File: src/rtl/instr_fetch.sv
// Instruction-fetch stage with IF/ID pipeline register.
// Holds the PC, drives the instruction-memory address, and registers the
// fetched word together with its PC for decode. Honours stalls, applies
// EX redirects with a one-slot bubble, and halts on a misaligned target.
//
// Ports:
//   clk, reset           clock, asynchronous active-high reset
//   stall                hold PC and IF/ID
//   pc_sel/branch_target redirect request and target
//   imem_addr/imem_rdata instruction memory address (PC) and async read data
//   id_instr/id_pc/id_pc_plus4/id_valid  IF/ID register contents
//   fetch_fault          sticky misaligned-redirect flag
//   fetch_count          instructions delivered to ID
module instr_fetch #(
    parameter int unsigned PC_W  = 9,
    parameter int unsigned INS_W = 32
) (
    input  logic             clk,
    input  logic             reset,
    input  logic             stall,
    input  logic             pc_sel,
    input  logic [PC_W-1:0]  branch_target,
    output logic [PC_W-1:0]  imem_addr,
    input  logic [INS_W-1:0] imem_rdata,
    output logic [INS_W-1:0] id_instr,
    output logic [PC_W-1:0]  id_pc,
    output logic [PC_W-1:0]  id_pc_plus4,
    output logic             id_valid,
    output logic             fetch_fault,
    output logic [31:0]      fetch_count
);

    localparam logic [INS_W-1:0] NOP  = INS_W'(32'h0000_0013);
    localparam logic [PC_W-1:0]  FOUR = PC_W'(4);

    typedef enum logic {RUN, HALT} state_t;

    state_t            state, state_nxt;
    logic [PC_W-1:0]   pc, pc_nxt;
    logic [INS_W-1:0]  instr_nxt;
    logic [PC_W-1:0]   id_pc_nxt, id_pc_plus4_nxt;
    logic              valid_nxt, fault_nxt;
    logic [31:0]       count_nxt;

    assign imem_addr = pc;

    // State and datapath registers
    always_ff @(posedge clk or posedge reset) begin
        if (reset) begin
            state       <= RUN;
            pc          <= '0;
            id_instr    <= NOP;
            id_pc       <= '0;
            id_pc_plus4 <= FOUR;
            id_valid    <= 1'b0;
            fetch_fault <= 1'b0;
            fetch_count <= '0;
        end else begin
            state       <= state_nxt;
            pc          <= pc_nxt;
            id_instr    <= instr_nxt;
            id_pc       <= id_pc_nxt;
            id_pc_plus4 <= id_pc_plus4_nxt;
            id_valid    <= valid_nxt;
            fetch_fault <= fault_nxt;
            fetch_count <= count_nxt;
        end
    end

    // Next-state and next-register values; redirect outranks stall
    always_comb begin
        state_nxt       = state;
        pc_nxt          = pc;
        instr_nxt       = id_instr;
        id_pc_nxt       = id_pc;
        id_pc_plus4_nxt = id_pc_plus4;
        valid_nxt       = id_valid;
        fault_nxt       = fetch_fault;
        count_nxt       = fetch_count;

        case (state)
            RUN: begin
                if (pc_sel && (branch_target[1:0] != 2'b00)) begin
                    state_nxt = HALT;
                    fault_nxt = 1'b1;
                    instr_nxt = NOP;
                    valid_nxt = 1'b0;
                end else if (pc_sel) begin
                    pc_nxt    = branch_target;
                    instr_nxt = NOP;
                    valid_nxt = 1'b0;
                end else if (!stall) begin
                    instr_nxt       = imem_rdata;
                    id_pc_nxt       = pc;
                    id_pc_plus4_nxt = PC_W'(pc + FOUR);
                    valid_nxt       = 1'b1;
                    pc_nxt          = PC_W'(pc + FOUR);
                    count_nxt       = 32'(fetch_count + 32'd1);
                end
            end
            HALT: begin
                instr_nxt = NOP;
                valid_nxt = 1'b0;
            end
            default: state_nxt = RUN;
        endcase
    end

endmodule

File: config.mk
export PLATFORM = sky130hd
export DESIGN_NAME = instr_fetch
export DESIGN_NICKNAME = d
export VERILOG_FILES = /design/src/rtl/instr_fetch.sv
export SDC_FILE = /design/constraint.sdc
export NUM_CORES = 1
export LEC_CHECK = 0
export CAP_MARGIN = 15
export CORE_MARGIN = 3
export CORE_UTILIZATION = 48
export DETAILED_ROUTE_END_ITERATION = 16
export PLACE_DENSITY = 0.9
export SYNTH_ARGS = -nofsm -noshare
export SYNTH_HDL_FRONTEND = slang
export SYNTH_SLANG_ARGS = --single-unit
export TNS_END_PERCENT = 10
File: constraint.sdc
create_clock -name clk -period 8.75 [get_ports clk]
set_clock_uncertainty 0.15 [all_clocks]
set_input_delay 1.75 -clock clk [delete_from_list [all_inputs] [get_ports clk]]
set_output_delay 1.75 -clock clk [all_outputs]
set_load 0.05 [all_outputs]
==> impl_metrics.csv, run 1 <==
group,metric,value,unit
cts,clkLatencyLatePin,0.35,ns
worst_setup_path,cp.depth,5,
yosys,avgSynthCellArea,11.79,µm²
final_layout,final_cells,567,
detailed_routing,drt_pass1_iterations,4,
worst_setup_path,path_cells,"clkdlybuf4s50_1 -> inv_1 -> a211oi_2 -> o21ai_0 -> a22o_1",
yosys,synth_seq_cells,92,
run_status,outcome,"completed",
yosys,ys_seq_area_share,59.48,%
yosys,async_flop_share,100.0,%
final_layout,antennaDiodeCount,0,
yosys,synth-warning-count,0,
sta,tightest_slew,1.043,ns
floorplanning,die-area,0.009195,mm²
final_layout,areaGrowthSynthToFinish,41.32,%
placed_design,dp.final_hpwl,6.817,mm
detailed_routing,routed_wl,9.568,mm
global_routing,grt_pass1_wl,14.92,mm
floorplanning,coreArea,0.007767,mm²
final_layout,fin_nets,507,
power_and_ir_drop,vdd_drop_max,0.1158,mV
worst_setup_path,crit_path_end_kind,"register",
placed_design,placed_cells,551,
floorplanning,start_util,49.94,%
sta,finalHoldViolCount,0,
global_routing,antenna_found_initial,0,
cts,clkSinkCount,92,
power_and_ir_drop,p_leak,0.002461,µW
placed_design,io_buffers,137,
run,cap_violations,0,
final_layout,multi_input_area,0.001443,mm²
yosys,synth_nets,376,
cts,cts_buffers,9,
yosys,synthCells,329,
sta,finalCritPeriodShare,48.28,%
sta,setup_violations,0,
detailed_routing,vias,3069,
cts,post_cts_buffers,0,
worst_setup_path,worstPathArrival,4.31,ns
yosys,synth_common_cells,"88 x dfrtp_1, 47 x nand2_1, 33 x a22o_1",
power_and_ir_drop,powerDensity,162.4,mW/mm²
yosys,synth_edf_count,0,
sta,fmax,0.2367,GHz
yosys,synth_area_leaders,"dfrtp_1 57%, a22o_1 7.5%, xnor2_1 5.2%",
min_path,hp-class,"reg -> reg",
cts,clock_path_buffers,2,
min_path,hold_depth,1,
cts,cts_root_buf,"clkbuf_8",
detailed_routing,wl_per_cell,16.87,µm
global_routing,grt_pass1_vias,3147,
yosys,yosysMostFrequentCell,"dfrtp_1",
worst_setup_path,crit_slowest_cell,"clkdlybuf4s50_1",
final_layout,nFillCells,577,
worst_setup_path,crit_path_max_fanout,20,
yosys,syn_area,0.003879,mm²
global_routing,grt_usage,20.74,%
sta,whs,0.3234,ns
yosys,yosysTopAreaCell,"dfrtp_1",
detailed_routing,viasPerCell,5.413,
worst_setup_path,cp.required,8.84,ns
placed_design,place.gp.congestion,0.8565,
worst_setup_path,critPathBufInv,2,
sta,tns,0,ns
sta,slew_violations,0,
floorplanning,ioPinCount,138,
worst_setup_path,critPathLaunchType,"input port",
worst_setup_path,cpPeakStageDelay,0.99,ns
cts,cts_hold_buf,0,
sta,grt_setup_unrepaired,"false",
floorplanning,die_w,95.89,µm
worst_setup_path,r2r.worst_path.cells,4,
detailed_routing,drc,0,
cts,cts_tree,"yes",
final_layout,regArea,0.002307,mm²
yosys,yosys.cell_types.count,37,
global_routing,grt_overflow_total,0,
yosys,synth_top_flop_cell,"dfrtp_1",
sta,relSlewSlack,30.50,%
cts,cts_resized,0,
worst_setup_path,crit_family,"buffers and inverters",
final_layout,layout-drive-gt1-share,6.452,%
cts,htreeDepth,3,
sta,period_minus_slack,4.224,ns
detailed_routing,antenna_left,0,
yosys,yosysTopAreaCellShare,56.77,%
floorplanning,row_count,32,
global_routing,grt_start_max_net_pins,70,
worst_setup_path,crit_type,"in -> reg",
cts,clk_pin_slew_worst_paths,0.09,ns
floorplanning,die_h,95.89,µm
detailed_routing,drt_iter0_markers,136,
[kinds of logic after synthesis]
kind of cell    Yosys count  share of synthesized area, %
compound gates           60                         12.29
mux                       2                        0.5161
simple gates            110                         15.61
buf+inv                  27                         3.322
fa+ha+maj                 2                        0.6451
xor+xnor                 36                         8.129
flops                    92                         59.48
[cell type report]
type	count	area share, %
clock buffer	11	2.762
timing repair buffer	139	25.29
tap	102	2.328
multi-input combinational	210	26.32
clock inverter	5	0.6391
inverter	8	0.5706
sequential	92	42.09
[state kept, by name, summed over array words and instances, names as in the netlist]
signal,flops
state,1
imem_addr,9
id_valid,1
fetch_count,32
id_pc_plus4,7
id_pc,9
id_instr,32
fetch_fault,1
[through the flow]
| step | utilization, % | instance area (µm²) | power [µW] | setup WS [ns] |
|---|---|---|---|---|
| 6_report | 70.57 | 5482 | 890.0 | 4.526 |
| 5_1_grt | 70.57 | 5482 | 926.6 | 4.325 |
| 4_1_cts | 70.57 | 5482 | 896.9 | 4.545 |
| 3_5_place_dp | 68.17 | 5295 | 634.0 | 4.190 |
| 3_3_place_gp | 68.17 | 5295 | 629.6 | 4.404 |
| 2_1_floorplan | - | 3879 | 562.7 | 4.465 |
[final timing paths]
kind,start,to,slack (ns)
setup / recovery,pc_sel,imem_addr[8]$_DFFE_PP0P_,4.53
hold / removal,fetch_fault$_DFFE_PP0P_,fetch_fault$_DFFE_PP0P_,0.32
setup reg to reg,state$_DFF_PP0_,fetch_count[24]$_DFFE_PP0P_,6.59
hold reg to reg,fetch_fault$_DFFE_PP0P_,fetch_fault$_DFFE_PP0P_,0.32
max in group asynchronous,reset,state$_DFF_PP0_,5.71
min in group asynchronous,reset,id_instr[22]$_DFFE_PP0P_,1.55
[metal layers]
layer	routed length [µm]	up-vias	track usage [%]	part of all wire (%)
met1	3785	1521	25.49	40
met4	88	0	5.806	0.92
met2	4897	118	35.61	51
met3	796	9	6.020	8.3
li1	-	1421	-	-
met5	0	-	0	0
[where the power goes]
part	internal, µW	total, µW	switching [µW]
clock network	119	265	145
logic	63.5	162	98.8
registers	442	463	20.6
total	625	890	265
[cells in the final DEF (no fill, tap or decap), types with 3 or more instances in the layout]
cell type / n
clkdlybuf4s50_1: 137
dfrtp_1: 88
nand2_1: 47
a22o_1: 33
xnor2_1: 23
nand3_1: 14
xor2_1: 13
clkbuf_8: 11
and3_1: 10
nor2_1: 8
and4_1: 8
nand4_1: 7
inv_1: 7
o21ai_0: 7
nor4_1: 5
o21a_1: 5
dfstp_2: 4
o21ai_1: 3
clkinv_2: 3
o22a_1: 3
a21boi_0: 3
a2bb2oi_1: 3
No activity file was read; power rests on OpenSTA's default activity.
==> run 2, diff against run 1 <==
--- a/config.mk
+++ b/config.mk
@@ -7,9 +7,9 @@
 export LEC_CHECK = 0
 export CAP_MARGIN = 15
 export CORE_MARGIN = 3
-export CORE_UTILIZATION = 48
+export CORE_UTILIZATION = 45
 export DETAILED_ROUTE_END_ITERATION = 16
-export PLACE_DENSITY = 0.9
+export PLACE_DENSITY = 0.85
 export SYNTH_ARGS = -nofsm -noshare
 export SYNTH_HDL_FRONTEND = slang
 export SYNTH_SLANG_ARGS = --single-unit
==> constraint.sdc (replaced) <==
create_clock -name clk -period 3.9 [get_ports clk]
set_clock_uncertainty 0.15 [all_clocks]
set_input_delay 0.78 -clock clk [delete_from_list [all_inputs] [get_ports clk]]
set_output_delay 0.78 -clock clk [all_outputs]
set_load 0.05 [all_outputs]
==> impl_metrics.csv, run 2 (synthesized netlist as in run 1, its figures left out) <==
group,metric,value,unit
cts,cts_root_buf,"clkbuf_8",
sta,fmax,0.3774,GHz
sta,finalCritPeriodShare,67.93,%
sta,slew_violations,0,
min_path,worstHoldEndpoint,"fetch_count[31]$_DFFE_PP0P_",
placed_design,placed_cells,556,
worst_setup_path,crit_type,"in -> reg",
sta,setup_violations,0,
worst_setup_path,r2r.worst_path.cells,5,
cts,htreeDepth,3,
worst_setup_path,worstPathArrival,2.79,ns
worst_setup_path,r2r_end,"fetch_count[24]$_DFFE_PP0P_",
detailed_routing,routed_wl,9.447,mm
placed_design,dp.final_hpwl,6.718,mm
global_routing,grt_pass1_wl,15.88,mm
detailed_routing,wl_per_cell,16.52,µm
cts,clk_pin_slew_worst_paths,0.09,ns
sta,finalHoldViolCount,0,
placed_design,dpl_cell_area,0.005326,mm²
sta,grt_setup_unrepaired,"false",
sta,whs,0.3369,ns
final_layout,antennaDiodeCount,0,
global_routing,grt_pass1_vias,3200,
sta,period_minus_slack,2.649,ns
worst_setup_path,crit_path_max_fanout,29,
worst_setup_path,crit_path_end_kind,"register",
final_layout,fin_nets,509,
detailed_routing,drt_pass1_iterations,4,
final_layout,final_cells,572,
min_path,min_from,"fetch_count[31]$_DFFE_PP0P_",
power_and_ir_drop,powerDensity,373.3,mW/mm²
final_layout,final_util,66.71,%
final_layout,areaGrowthSynthToFinish,42.74,%
cts,cts_hold_buf,0,
detailed_routing,antenna_left,0,
floorplanning,start_util,46.74,%
placed_design,place.gp.congestion,0.8164,
floorplanning,die_h,98.84,µm
cts,cts_buffers,9,
cts,cts_tree,"yes",
global_routing,grt_usage,20.21,%
floorplanning,ioPinCount,138,
sta,tns,0,ns
final_layout,reg_top3,"fetch_count (32), id_instr (32)",
worst_setup_path,rr_startpoint,"fetch_count[0]$_DFFE_PP0P_",
global_routing,antenna_found_initial,0,
min_path,hold_depth,1,
final_layout,mostFrequentLayoutCells,"137 x clkdlybuf4s50_1, 88 x dfrtp_1, 47 x nand2_1, 33 x a22o_1, 23 x xnor2_1",
worst_setup_path,regToRegSetupSlack,1.77,ns
worst_setup_path,cp.required,4.04,ns
run_status,outcome,"completed",
floorplanning,die_w,98.84,µm
floorplanning,coreArea,0.008299,mm²
detailed_routing,drt_iter0_markers,114,
global_routing,grt_overflow_total,0,
sta,tightest_slew,1.020,ns
cts,cts_resized,0,
sta,relSlewSlack,32.01,%
final_layout,layout-drive-gt1-share,6.852,%
power_and_ir_drop,p_leak,0.002482,µW
final_layout,regArea,0.002307,mm²
cts,clock_path_buffers,2,
cts,clkSinkCount,92,
cts,clkLatencyLatePin,0.36,ns
floorplanning,row_count,33,
worst_setup_path,critPathLaunchType,"input port",
global_routing,grt_start_max_net_pins,56,
min_path,hp-class,"reg -> reg",
detailed_routing,vias,3014,
final_layout,multi_input_area,0.001443,mm²
final_layout,fin_area,0.005537,mm²
placed_design,io_buffers,137,
cts,post_cts_buffers,0,
floorplanning,die-area,0.009769,mm²
detailed_routing,drc,0,
final_layout,nFillCells,627,
final_layout,layout.cells.most_common,"clkdlybuf4s50_1",
run,cap_violations,0,
detailed_routing,viasPerCell,5.269,
power_and_ir_drop,vdd_drop_max,0.3800,mV
[run 2: metrics by stage]
stage	worst slack (ns)	power [µW]
finish	1.251	2067
global route	1.056	2158
CTS	1.241	2085
detailed placement	0.8516	1421
global placement	0.9587	1416
floorplan	0.5847	1262
[run 2: worst max path at each step]
stage | start | end | slack (ns)
CTS | imem_addr[6]$_DFFE_PP0P_ | imem_addr[6] | 1.24
finish | pc_sel | id_instr[9]$_DFFE_PP0P_ | 1.25
detailed placement | pc_sel | id_instr[9]$_DFFE_PP0P_ | 0.85
global route | pc_sel | id_instr[9]$_DFFE_PP0P_ | 1.06
floorplan | reset | fetch_count[0]$_DFFE_PP0P_ | 0.58
global placement | pc_sel | id_instr[5]$_DFFE_PP0P_ | 0.96
[run 2: layout make-up]
cell class / count / area share, %
Inverter: 8 / 0.5650
Multi-Input combinational cell: 210 / 26.06
Timing Repair Buffer: 141 / 25.54
Sequential cell: 92 / 41.67
Clock buffer: 11 / 2.734
Clock inverter: 5 / 1.062
Tap cell: 105 / 2.373
[run 2: power by group]
| group | internal (µW) | switching (µW) | total, µW |
|---|---|---|---|
| logic | 144 | 218 | 362 |
| registers | 992 | 45.7 | 1040 |
| clock network | 333 | 334 | 666 |
[run 2: metal layers]
layer,up-vias,share of wire (%),global-route usage (%)
met1,1472,43,26.46
met4,0,1.2,6.197
met3,9,6.9,4.954
li1,1423,-,-
met5,-,0,0
met2,110,49,33.32
[run 2: critical path, stage by stage]
cell             delay, ns
clkdlybuf4s50_1       0.47
buf_4                 0.24
nor2_1                0.18
and2_1                0.83
a22o_1                0.28
